[config.mk]
export PLATFORM = sky130hd
export DESIGN_NAME = vbuffer_fill
export DESIGN_NICKNAME = d
export VERILOG_FILES = /design/src/rtl/vbuffer_fill_pkg.sv /design/src/rtl/vbuffer_fill.sv
export SDC_FILE = /design/constraint.sdc
export NUM_CORES = 1
export LEC_CHECK = 0
export CAP_MARGIN = 40
export CORE_MARGIN = 1
export CORE_UTILIZATION = 46
export DETAILED_ROUTE_END_ITERATION = 12
export GPL_TIMING_DRIVEN = 0
export PLACE_DENSITY = 0.81
export SLEW_MARGIN = 10
export SYNTH_ARGS = -nofsm -noshare
export SYNTH_HDL_FRONTEND = slang
export SYNTH_SLANG_ARGS = --single-unit
[constraint.sdc]
create_clock -name Clk -period 1.9 [get_ports Clk]
set_input_delay 0.57 -clock Clk [delete_from_list [all_inputs] [get_ports Clk]]
set_output_delay 0.57 -clock Clk [all_outputs]
set_load 0.005 [all_outputs]
[src/rtl/vbuffer_fill_pkg.sv]
// Shared video definitions: fill FSM encoding and line-buffer geometry defaults
// so the fill controller and the line buffer agree on sizes.
package vbuffer_fill_pkg;

  typedef enum logic [1:0] {
    S_IDLE  = 2'd0,
    S_REQ   = 2'd1,
    S_WRITE = 2'd2,
    S_DONE  = 2'd3
  } fill_state_t;

  localparam int AWIDTH_DEF  = 2;
  localparam int BPP_DEF     = 6;
  localparam int PSIZE_DEF   = 4;
  localparam int MAWIDTH_DEF = 16;

endpackage

[src/rtl/vbuffer_fill.sv]
// Line-buffer write-side controller: on LineStart, fetches PSIZE pixels from video
// memory via req/ack and writes them to buffer addresses 0..PSIZE-1, then pulses Done.
module vbuffer_fill
  import vbuffer_fill_pkg::*;
#(
  parameter int AWIDTH  = AWIDTH_DEF,
  parameter int BPP     = BPP_DEF,
  parameter int PSIZE   = PSIZE_DEF,
  parameter int MAWIDTH = MAWIDTH_DEF
) (
  input  logic               Clk,
  input  logic               Reset,
  input  logic               LineStart,
  input  logic [MAWIDTH-1:0] LineBase,
  output logic               MemReq,
  output logic [MAWIDTH-1:0] MemAddr,
  input  logic               MemAck,
  input  logic [BPP-1:0]     MemData,
  output logic               Write,
  output logic [AWIDTH-1:0]  WriteAddress,
  output logic [BPP-1:0]     DataOut,
  output logic               Busy,
  output logic               Done,
  output logic               Overrun
);

  localparam logic [AWIDTH-1:0] LAST_PIX = AWIDTH'(PSIZE - 1);

  fill_state_t        state, state_nxt;
  logic [AWIDTH-1:0]  count, count_nxt;
  logic [MAWIDTH-1:0] mem_addr_nxt;
  logic [AWIDTH-1:0]  waddr_nxt;
  logic [BPP-1:0]     data_nxt;
  logic               req_nxt, write_nxt, busy_nxt, done_nxt, overrun_nxt;

  always_ff @(posedge Clk or posedge Reset) begin
    if (Reset) begin
      state        <= S_IDLE;
      count        <= '0;
      MemReq       <= 1'b0;
      MemAddr      <= '0;
      Write        <= 1'b0;
      WriteAddress <= '0;
      DataOut      <= '0;
      Busy         <= 1'b0;
      Done         <= 1'b0;
      Overrun      <= 1'b0;
    end else begin
      state        <= state_nxt;
      count        <= count_nxt;
      MemReq       <= req_nxt;
      MemAddr      <= mem_addr_nxt;
      Write        <= write_nxt;
      WriteAddress <= waddr_nxt;
      DataOut      <= data_nxt;
      Busy         <= busy_nxt;
      Done         <= done_nxt;
      Overrun      <= overrun_nxt;
    end
  end

  always_comb begin
    state_nxt    = state;
    count_nxt    = count;
    mem_addr_nxt = MemAddr;
    waddr_nxt    = WriteAddress;
    data_nxt     = DataOut;
    // A start request while a line is in flight is flagged and otherwise dropped.
    overrun_nxt  = LineStart && (state != S_IDLE);

    case (state)
      S_IDLE: begin
        if (LineStart) begin
          mem_addr_nxt = LineBase;
          count_nxt    = '0;
          state_nxt    = S_REQ;
        end
      end
      S_REQ: begin
        if (MemAck) begin
          data_nxt  = MemData;
          waddr_nxt = count;
          state_nxt = S_WRITE;
        end
      end
      S_WRITE: begin
        if (count == LAST_PIX) begin
          state_nxt = S_DONE;
        end else begin
          count_nxt    = count + AWIDTH'(1);
          mem_addr_nxt = MemAddr + MAWIDTH'(1);
          state_nxt    = S_REQ;
        end
      end
      S_DONE: begin
        state_nxt = S_IDLE;
      end
      default: begin
        state_nxt = S_IDLE;
      end
    endcase

    // Strobes are decoded from the next state so every output leaves a flop.
    req_nxt   = (state_nxt == S_REQ);
    write_nxt = (state_nxt == S_WRITE);
    done_nxt  = (state_nxt == S_DONE);
    busy_nxt  = (state_nxt != S_IDLE);
  end

endmodule

# Word-level counts from Yosys, hierarchy flattened
# Cells that the tools add are included.
[op_classes]
n_addsub = 2
n_eq_ne = 9
muxes = 10
n_reduce_logical = 7
[ops]
columns = ["cell", "count"]
rows = [
  ["2-to-1 mux 16 bit", 2],
  ["case mux 16 bit (2 select lines)", 1],
  ["adder 16 x 1 -> 16 bit, second input constant", 1],
  ["equality test 2 bit, second input constant", 5],
  ["2-to-1 mux 2 bit", 5],
  ["case mux 2 bit (4 select lines)", 1],
  ["nonzero test 2 bit", 3],
  ["equality test 2 x 1 -> 1 bit, second input constant", 2],
  ["inequality test 2 bit, second input constant", 2],
  ["case mux 2 bit (2 select lines)", 1],
  ["AND reduction 3 bit", 1],
  ["adder 2 x 1 -> 2 bit, second input constant", 1],
  ["logical NOT 2 bit", 1],
  ["AND reduction 2 bit", 1],
  ["logical AND 1 bit", 1],
]
[word_totals]
regBits = 33
in_bits = 26
output_inout_bits = 29
word_cells = 38

# Depth between registers and ports, before layout
[logic_depth]
ltp_word = 4
depth_mapped = 7

# Least setup slack after synthesis
# Ideal clock, no wire load.
[synth_path]
path_kind = "reg-to-reg"
startpoint = "reg count[0]"
endpoint = "reg MemAddr[12]"
setup_ns = 0.077
arrival_ns = 1.457
t_required_ns = 1.823
setup_slack_ns = 0.366
stages_incl_launch_ff = 7
cell_sequence = "dfrtp_1 ha_1 nand2b_1 a21oi_4 clkbuf_1 a21oi_1 a21oi_1"
[synth_between]
elab_chain_len = 3
[synth_rtl]
columns = ["item", "line_no", "rtl"]
rows = [
  ["from (decl)", "vbuffer_fill.sv:30", "logic [AWIDTH-1:0] count, count_nxt;"],
  ["from (signal assigned)", "vbuffer_fill.sv:50", "count <= count_nxt;"],
  ["equality test 2 bit", "vbuffer_fill.sv:87", "if (count == LAST_PIX) begin"],
  ["inequality test 2 bit (no source line)", "-", ""],
  ["AND reduction 3 bit (no source line)", "-", ""],
  ["to (signal assigned)", "vbuffer_fill.sv:52", "MemAddr <= mem_addr_nxt;"],
  ["to (decl)", "vbuffer_fill.sv:16", "output logic [MAWIDTH-1:0] MemAddr,"],
]
# No other way between the ends.
# A chain may end at the register's enable or synchronous reset.

# Worst setup path after layout
[layout_path]
startpoint = "reg MemAddr[4]"
endpoint = "out MemAddr[4]"
# No word-level cell between the ends.

==> results.sh <==
export IMPL_io_pins=55
export IMPL_die_y_um=62.7
export IMPL_hold_depth=2
export IMPL_synth_avg_cell_area_um2=9.16
export IMPL_yosysSeqAreaShare_pct=48.7
export IMPL_synth_area_um2=1700
export IMPL_r2r_slack_ps=120
export IMPL_syn_to_final_growth_pct=40.5
export IMPL_drive_above_1_share_pct=11.8
export IMPL_finalMaxSlewViolations=0
export IMPL_track_usage_pct=23.7
export IMPL_async_flop_share_pct=100
export IMPL_hold_viol=0
export IMPL_grt_first_pass_wirelength_um=7190
export IMPL_timing_rr_end="MemAddr[8]$_DFFE_PP0P_"
export IMPL_dr_pass1_iters=4
export IMPL_remaining_drc_errors=0
export IMPL_required_ps=1330
export IMPL_nets=275
export IMPL_cts_buffers=5
export IMPL_synthCells=185
export IMPL_grt_max_degree=34
export IMPL_synth_top_cell_by_area="dfrtp_1"
export IMPL_core_area_um2=3440
export IMPL_cpPeakStageDelay_ps=540
export IMPL_vias=1610
export IMPL_cts_root_buf="clkbuf_8"
export IMPL_ff2ff_path_depth=5
export IMPL_finalCriticalPeriod_ps=1840
export IMPL_yosys_most_used_dff="dfrtp_1"
export IMPL_path_cells="clkdlybuf4s50_1"
export IMPL_crit_start="MemAddr[4]$_DFFE_PP0P_"
export IMPL_port_buffers=54
export IMPL_wl_per_cell_um=14.6
export IMPL_p_leak_uw=0.00100
export IMPL_cts_tree="done"
export IMPL_start_kind="flop"
export IMPL_max_freq_mhz=543
export IMPL_grt_ovfl_total=0
export IMPL_cp_max_fo=6
export IMPL_ys_warn_count=0
export IMPL_ir_worst_vdd_mv=0.811
export IMPL_yosysUniqueCellTypes=41
export IMPL_synth_nets=213
export IMPL_synth_edf_count=0
export IMPL_ctsLongestPathBuffers=2
export IMPL_cap_violations=0
export IMPL_min_path_type="reg2reg"
export IMPL_critPathTopFamily="buffers and inverters"
export IMPL_start_util_pct=49.3
export IMPL_holdPathEnd="WriteAddress[0]$_DFFE_PP0P_"
export IMPL_ant_nets=0
export IMPL_period_share_pct=96.9
export IMPL_worst_pin_slew_ps=679
export IMPL_drt_iter0_drc=137
export IMPL_grt_setup_unrepaired="false"
export IMPL_postCtsHoldBufs=0
export IMPL_vias_per_cell=5.51
export IMPL_slowest_stage="clkdlybuf4s50_1"
export IMPL_gp_congestion=0.933
export IMPL_worstHoldStart="WriteAddress[0]$_DFFE_PP0P_"
export IMPL_p_per_area_nw_per_um2=1520
export IMPL_clk_pin_slew_ps=60
export IMPL_slew_headroom_pct=54.7
export IMPL_r2r_start="count[0]$_DFFE_PP0P_"
export IMPL_status="completed"
export IMPL_ys_ff_latch=33
export IMPL_setup_tns_ps=0
export IMPL_antenna_found_initial=0
export IMPL_nFillCells=295
export IMPL_clock_sinks=33
export IMPL_setup_viol=0
export IMPL_clock_latency_ps=290
export IMPL_die_area_um2=3930
export IMPL_die_w_um=62.7
export IMPL_yosys_top_cells_area="dfrtp_1 (49%), nand2_1 (9.1%), a21oi_1 (4.4%), nand3_1 (2.7%), o21ai_0 (2.7%)"
export IMPL_htree_levels=2
export IMPL_path_class="reg2out"
export IMPL_total_power_uw=3630
export IMPL_timing_clock_skew_ps=5.14
export IMPL_path_buf_inv=1
export IMPL_route_final_wire_length_um=4250
export IMPL_netlist_area_leader_share_pct=48.7
export IMPL_end_kind="output port"
export IMPL_grt_pass1_vias=1555
export IMPL_diodes=0
export IMPL_hpwlAfterDp_um=2960
export IMPL_cp_data_arrival_time_ps=1270
export IMPL_rows=21
[power by group]
| group | switching [µW] | total [µW] | leakage (µW) | internal, µW |
|---|---|---|---|---|
| clock | 246 | 487 | 0.0000399 | 241 |
| sequential | 329 | 1360 | 0.000389 | 1030 |
| combinational | 807 | 1790 | 0.000572 | 982 |
| total | 1380 | 3630 | 0.00100 | 2250 |
[sequential cells by signal, summed over array words and instances, names as in the netlist]
name and count:
DataOut 6, Write 1, state 2, MemReq 1, Overrun 1, Done 1, WriteAddress 2, MemAddr 16
Busy 1, count 2
[cells in the mapped netlist (3+ instances only)]
master     count
and2_1         3
nand4_1        3
buf_6          3
nand2_1       41
and3_1         3
nand2b_1       4
nor2_1         7
clkbuf_1       3
o21ai_0        9
dfrtp_1       33
nand3_1        9
nand3b_1       3
inv_1          3
a21oi_1       15
nor3_1         4
o22ai_1        6
a2bb2oi_1      5
[stage by stage]
stage / instance area [µm²] / setup slack (ps) / util, % / std cells / hold WS [ps]
final: 2380 / 58.5 / 69.2 / 292 / 478
after global routing: 2380 / 13.0 / 69.2 / 292 / 507
after CTS: 2360 / 14.8 / 68.7 / 290 / 484
after detailed placement: 2290 / -292 / 66.6 / 285 / 469
after global placement: 2290 / -332 / 66.6 / 285 / 460
after floorplan: 1700 / 366 / - / 185 / 466
[metal layers]
layer / up-vias / share of wire (%) / track usage [%]
met3: 8 / 8.3 / 7.66
met4: 0 / 1.3 / 9.30
li1: 786 / - / -
met1: 748 / 44 / 30.4
met2: 68 / 46 / 37.2
met5: - / 0 / 0
[repair_timing]
action                                  in CTS  in global routing
endpoints found under the hold margin        0                  0
endpoints found under the setup margin       1                  5
pin swaps                                    0                  1
resized for setup                            0                  3
buffers inserted                             0                  2
[tightest hold or removal path, delay by kind of cell, from the launching register on]
kind             cells  cell delay (ps)
AND/OR/NAND/NOR      2              100
flip-flops           1              350
[layout make-up]
class | instances | area [µm²] | share of cell area [%]
clock buffers | 5 | 68.8 | 2.89
well taps | 46 | 57.6 | 2.42
multi-input cells | 139 | 792 | 33.2
flip-flops and latches | 33 | 830 | 34.8
inverters | 4 | 15.0 | 0.630
repair buffers | 56 | 556 | 23.3
clock inverters | 1 | 5.00 | 0.210
plain buffers | 8 | 58.8 | 2.47
[cells by family after synthesis]
kind of cell    Yosys count  share of synthesized area, %
compound gates           49                          19.1
fa+ha+maj                 2                          1.48
mux                       2                          1.25
buf+inv                  13                          4.58
simple gates             86                          24.9
flops                    33                          48.7
[how the worst max path moves through the flow]
stage | end | slack [ps] | cells past startpoint
after floorplan | MemAddr[12]$_DFFE_PP0P_ | 370 | 6
after global placement | MemAddr[12]$_DFFE_PP0P_ | -330 | 6
after detailed placement | MemAddr[12]$_DFFE_PP0P_ | -290 | 6
after CTS | MemAddr[3] | 10 | 1
after global routing | MemAddr[8]$_DFFE_PP0P_ | 10 | 5
final | MemAddr[4] | 60 | 1
[cells in the final DEF (no fill, tap or decap), types with 5 or more instances in the layout]
master and instances:
nand3_1 9, nor2_1 7, clkbuf_8 5, a21oi_1 15
o21ai_0 9, a2bb2oi_1 5, clkdlybuf4s50_1 54, nand2_1 41
dfrtp_1 30, o22ai_1 6
No activity file was read; power rests on OpenSTA's default activity.
